==> src/rtl/mod_exp_ctrl.sv <==
// Sequencer for left-to-right square-and-multiply modular exponentiation.
// Walks the exponent MSB-first and steers one shared Montgomery multiplier in the datapath.
module mod_exp_ctrl #(
  parameter int unsigned EXP_WIDTH = 1024,
  parameter int unsigned CNT_WIDTH = 11
) (
  input  logic                 clk,
  input  logic                 reset,
  input  logic                 start,
  input  logic [EXP_WIDTH-1:0] exp,
  output logic                 busy,
  output logic                 done,
  output logic                 mm_start,
  input  logic                 mm_done,
  output logic [2:0]           mm_sel_a,
  output logic [2:0]           mm_sel_b,
  output logic                 mm_dst,
  output logic                 a_load_r,
  output logic [11:0]          mm_count
);

  localparam logic [2:0] SelA   = 3'd0;
  localparam logic [2:0] SelXt  = 3'd1;
  localparam logic [2:0] SelMsg = 3'd2;
  localparam logic [2:0] SelR2  = 3'd3;
  localparam logic [2:0] SelOne = 3'd4;
  localparam logic       DstA   = 1'b0;
  localparam logic       DstXt  = 1'b1;

  typedef enum logic [3:0] {
    StIdle, StInitXt, StWInit, StLoadA, StScan, StSquare,
    StWSq, StMult, StWMul, StFinal, StWFin, StDone
  } state_e;

  state_e                 state_q, state_d;
  logic [EXP_WIDTH-1:0]   shreg_q, shreg_d;
  logic [CNT_WIDTH-1:0]   cnt_q, cnt_d;
  logic                   found_q, found_d;
  logic                   exp_bit_q, exp_bit_d;
  logic                   busy_q, busy_d;
  logic                   done_q, done_d;
  logic                   mm_start_q, mm_start_d;
  logic [2:0]             sel_a_q, sel_a_d;
  logic [2:0]             sel_b_q, sel_b_d;
  logic                   dst_q, dst_d;
  logic                   a_load_r_q, a_load_r_d;
  logic [11:0]            mm_count_q, mm_count_d;
  logic                   count_clr;
  logic [11:0]            count_base;

  // Outputs are set on entry to a state, so each pulse lines up with the state that owns it.
  always_comb begin
    state_d    = state_q;
    shreg_d    = shreg_q;
    cnt_d      = cnt_q;
    found_d    = found_q;
    exp_bit_d  = exp_bit_q;
    busy_d     = busy_q;
    done_d     = 1'b0;
    mm_start_d = 1'b0;
    a_load_r_d = 1'b0;
    sel_a_d    = sel_a_q;
    sel_b_d    = sel_b_q;
    dst_d      = dst_q;
    count_clr  = 1'b0;

    unique case (state_q)
      StIdle: begin
        if (start) begin
          state_d    = StInitXt;
          shreg_d    = exp;
          cnt_d      = CNT_WIDTH'(EXP_WIDTH);
          found_d    = 1'b0;
          exp_bit_d  = 1'b0;
          busy_d     = 1'b1;
          count_clr  = 1'b1;
          mm_start_d = 1'b1;
          sel_a_d    = SelMsg;
          sel_b_d    = SelR2;
          dst_d      = DstXt;
        end
      end
      StInitXt: state_d = StWInit;
      StWInit: begin
        if (mm_done) begin
          state_d    = StLoadA;
          a_load_r_d = 1'b1;
        end
      end
      StLoadA: state_d = StScan;
      StScan: begin
        if (cnt_q == '0) begin
          state_d    = StFinal;
          mm_start_d = 1'b1;
          sel_a_d    = SelA;
          sel_b_d    = SelOne;
          dst_d      = DstA;
        end else begin
          shreg_d = {shreg_q[EXP_WIDTH-2:0], 1'b0};
          cnt_d   = cnt_q - CNT_WIDTH'(1);
          // Leading zeros are skipped one per cycle without touching the multiplier.
          if (found_q || shreg_q[EXP_WIDTH-1]) begin
            found_d    = 1'b1;
            exp_bit_d  = shreg_q[EXP_WIDTH-1];
            state_d    = StSquare;
            mm_start_d = 1'b1;
            sel_a_d    = SelA;
            sel_b_d    = SelA;
            dst_d      = DstA;
          end
        end
      end
      StSquare: state_d = StWSq;
      StWSq: begin
        if (mm_done) begin
          if (exp_bit_q) begin
            state_d    = StMult;
            mm_start_d = 1'b1;
            sel_a_d    = SelA;
            sel_b_d    = SelXt;
            dst_d      = DstA;
          end else begin
            state_d = StScan;
          end
        end
      end
      StMult: state_d = StWMul;
      StWMul: begin
        if (mm_done) state_d = StScan;
      end
      StFinal: state_d = StWFin;
      StWFin: begin
        if (mm_done) begin
          state_d = StDone;
          done_d  = 1'b1;
        end
      end
      StDone: begin
        state_d = StIdle;
        busy_d  = 1'b0;
      end
      default: state_d = StIdle;
    endcase

    count_base = count_clr ? 12'd0 : mm_count_q;
    mm_count_d = (mm_start_d && (count_base != 12'hfff)) ? count_base + 12'd1 : count_base;
  end

  always_ff @(posedge clk) begin
    if (reset) begin
      state_q    <= StIdle;
      shreg_q    <= '0;
      cnt_q      <= '0;
      found_q    <= 1'b0;
      exp_bit_q  <= 1'b0;
      busy_q     <= 1'b0;
      done_q     <= 1'b0;
      mm_start_q <= 1'b0;
      sel_a_q    <= 3'd0;
      sel_b_q    <= 3'd0;
      dst_q      <= 1'b0;
      a_load_r_q <= 1'b0;
      mm_count_q <= 12'd0;
    end else begin
      state_q    <= state_d;
      shreg_q    <= shreg_d;
      cnt_q      <= cnt_d;
      found_q    <= found_d;
      exp_bit_q  <= exp_bit_d;
      busy_q     <= busy_d;
      done_q     <= done_d;
      mm_start_q <= mm_start_d;
      sel_a_q    <= sel_a_d;
      sel_b_q    <= sel_b_d;
      dst_q      <= dst_d;
      a_load_r_q <= a_load_r_d;
      mm_count_q <= mm_count_d;
    end
  end

  assign busy     = busy_q;
  assign done     = done_q;
  assign mm_start = mm_start_q;
  assign mm_sel_a = sel_a_q;
  assign mm_sel_b = sel_b_q;
  assign mm_dst   = dst_q;
  assign a_load_r = a_load_r_q;
  assign mm_count = mm_count_q;

endmodule

==> config.mk <==
export PLATFORM = sky130hd
export DESIGN_NAME = mod_exp_ctrl
export DESIGN_NICKNAME = d
export VERILOG_FILES = /design/src/rtl/mod_exp_ctrl.sv
export SDC_FILE = /design/constraint.sdc
export NUM_CORES = 2
export LEC_CHECK = 0
export ABC_AREA = 1
export CORE_AREA = 8 8 404 406
export CTS_BUF_LIST = sky130_fd_sc_hd__clkbuf_8
export DETAILED_ROUTE_END_ITERATION = 10
export DIE_AREA = 0 0 412 414
export SLEW_MARGIN = 5
export SYNTH_ARGS = -nofsm -noshare
export SYNTH_HDL_FRONTEND = slang
export SYNTH_SLANG_ARGS = --single-unit
==> constraint.sdc <==
create_clock -name clk -period 3.1 [get_ports clk]
set_input_delay 0.31 -clock clk [delete_from_list [all_inputs] [get_ports clk]]
set_output_delay 0.31 -clock clk [all_outputs]
set_load 0.01 [all_outputs]
==> summary.txt <==
Outcome = completed
Die width = 412 um
DR vias/cell = 5.01
Netlist cell types = 33
Predominant post-synthesis flop cell = dfxtp_1
Die area = 0.171 sq mm
PostCTS Resize Cnt = 0
Largest net degree at the start of global routing = 245
Grt total ovfl = 0
Worst min path class = primary input to flop
Ranking of synthesized cells by area = dfxtp_1 (47%), nand2_1 (18%), a31oi_1 (14%)
Layout cells sized above 1 = 4.97%
All-layer global routing usage = 20.0%
Final WS setup = 0.485 ns
Seq cells post-synth = 1060
Worst relative slew slack = 25.9%
Initial antenna violation count = 49
Synth top cells by count = nand2_1 (2123), dfxtp_1 (1060), a31oi_1 (1024)
Post-Synthesis Cells = 5987
YS warnings = 0
Starting DRC count in detailed routing = 4655
RePlAce Congestion = 0.889
Critical Path Slowest Stage Cell = buf_12
Crit-path max cell delay = 0.70 ns
Fill cells = 15200
Worst VDD drop = 0.000574 V
Post-route clock period utilization = 84.4%
Critical Path Sink Type = flop
Type of the worst setup path = flop to flop
Row Count = 146
Wire per inst = 18.4 um
Cell Area, Synth = 0.0447 sq mm
Die height = 414 um
Most frequent cell after synthesis = nand2_1
CTS Buf Count = 187
Share of the synthesized area in the top cell type = 47.4%
# DRC = 0
FF-to-FF End = shreg_q[450]
Finished Cell Area = 0.0688 sq mm
Worst-path clk slew = 0.06 ns
Initial core utilization = 28.5%
Cell area power density = 819 mW/mm^2
Final Skew = 0.0549 ns
# IOs = 1051
Cell count of the worst reg-to-reg path = 7
Reg2Reg Setup Slack = 0.49 ns
Crit path to = shreg_q[450]
Synth area leader = dfxtp_1
CTS tree = done
Crit path launch type = flop
Skew-Pair Late Insertion Delay = 0.89 ns
Post-Syn Area per Cell = 7.47 sq um
First drt pass iteration count = 6
Setup TNS = 0 ns
# H-tree levels = 4
Final Critical Period = 2.61 ns
DP Worst Slack = 0.444 ns
Vias post-DR = 49500
Core area = 0.157 sq mm
# clock sinks = 1060
CTS Root Buffer Type = clkbuf_8
Area of placed instances = 0.0561 sq mm
Number of port buffers = 1048
Post CTS Setup Buffer Count = 0
Multi-input gate area = 0.0203 sq mm
Final Hold Fails = 0
Clock buffer depth = 3
Critical Path RT = 3.88 ns
Post-DP HPWL = 121000 um
Final core occ = 43.8%
Reg2reg start = state_q[2]
Max-Cap Viols = 0
RSZ-0062 raised after global routing = false
EDFF count, synth = 0
Lkg Pwr = 26.9 nW
P&R area growth vs syn = 53.9%
Hold buffer count at cts = 863
Routed WL = 182000 um
Final setup viols = 0
Ys async rst share = 0%
First-pass GRT wire length = 277000 um
Slew @ Worst Pin = 1.11 ns
Max Clk Rate = 382 MHz
Routed Antenna Nets = 0
CP Cell Sequence = inv_2 > nor2_2 > nand2_8 > inv_8 > buf_12 > nand2_1 > a31oi_1
Vias in the first global route = 48800
Sequential cell area fraction in the yosys report = 47.4%
FF+latch area = 0.0212 sq mm
Slew Limit Fails = 0
Worst Setup SP = state_q[2]
Crit path DAT = 3.40 ns
CP Max Fanout = 244
Nets@finish = 8646
[worst min path at each step]
stage / startpoint / to / cells past startpoint
CTS: exp[695] / shreg_q[695] / 3
global placement: found_q / found_q / 2
global route: exp[341] / shreg_q[341] / 3
finish: exp[496] / shreg_q[496] / 3
detailed placement: found_q / found_q / 2
floorplan: shreg_q[0] / shreg_q[0] / 2
[cell families after synthesis]
| logic type | after synthesis | synth area share [%] |
|---|---|---|
| xor gates and xnor gates | 4 | 0.0783 |
| adders and majority gates | 2 | 0.0559 |
| and+or+nand+nor | 2209 | 18.8 |
| buffers and inverters | 619 | 7.32 |
| DFF | 1060 | 47.4 |
| other | 1 | 0.00838 |
| AOI/OAI and AO/OA | 2092 | 26.3 |
[per-stage QoR]
step | total power [mW] | hold WS [ns] | std cells
floorplan | 37.0 | 0.444 | 5988
global placement | 41.1 | 0.452 | 8633
detailed placement | 41.6 | 0.460 | 8633
CTS | 56.3 | 0.000228 | 9828
global route | 60.2 | -0.00336 | 9873
finish | 56.3 | 0.0948 | 9881
[layout make-up]
type | count | share of cell area [%]
Clock buffer | 231 | 4.62
Clock inverter | 101 | 1.04
Timing Repair Buffer | 2017 | 29.9
Multi-Input combinational cell | 4309 | 29.4
Inverter | 41 | 0.245
Tap cell | 2072 | 3.77
Sequential cell | 1060 | 30.8
Antenna cell | 50 | 0.182
[state kept, by name, summed over array words and instances, names as in the netlist]
register,cells
cnt_q,11
shreg_q,1024
mm_sel_b,3
busy,1
mm_start,1
mm_count,12
exp_bit_q,1
found_q,1
a_load_r,1
state_q,4
done,1
[critical path: cells and delay by family (launching register included)]
kind	cells	cell delay [ns]
AO/OA/AOI/OAI	1	0.25
buffers and inverters	3	0.96
flip-flops	1	0.41
AND/OR/NAND/NOR	3	0.73
[layout by cell type (no fill, tap or decap), types with 50 or more instances in the layout]
cell             count
o21ai_0            109
o21ai_1            924
nand2_1           2123
clkbuf_8           231
diode_2             50
buf_4               53
dfxtp_1           1060
inv_1               99
clkdlybuf4s50_1   1048
a31oi_1           1024
buf_12              50
dlygate4sd3_1      866
[metal layers]
metal	global-route usage [%]	share of wire [%]
met2	33.1	47
met4	10.1	4.9
met1	24.7	42
met5	0	0.015
met3	3.86	6.0
[power by group]
group	switching, mW	internal, mW
Combinational	11.5	7.55
Clock	6.27	7.23
Sequential	3.61	20.1
Total	21.4	34.9
(Power assumes the default switching activity.)
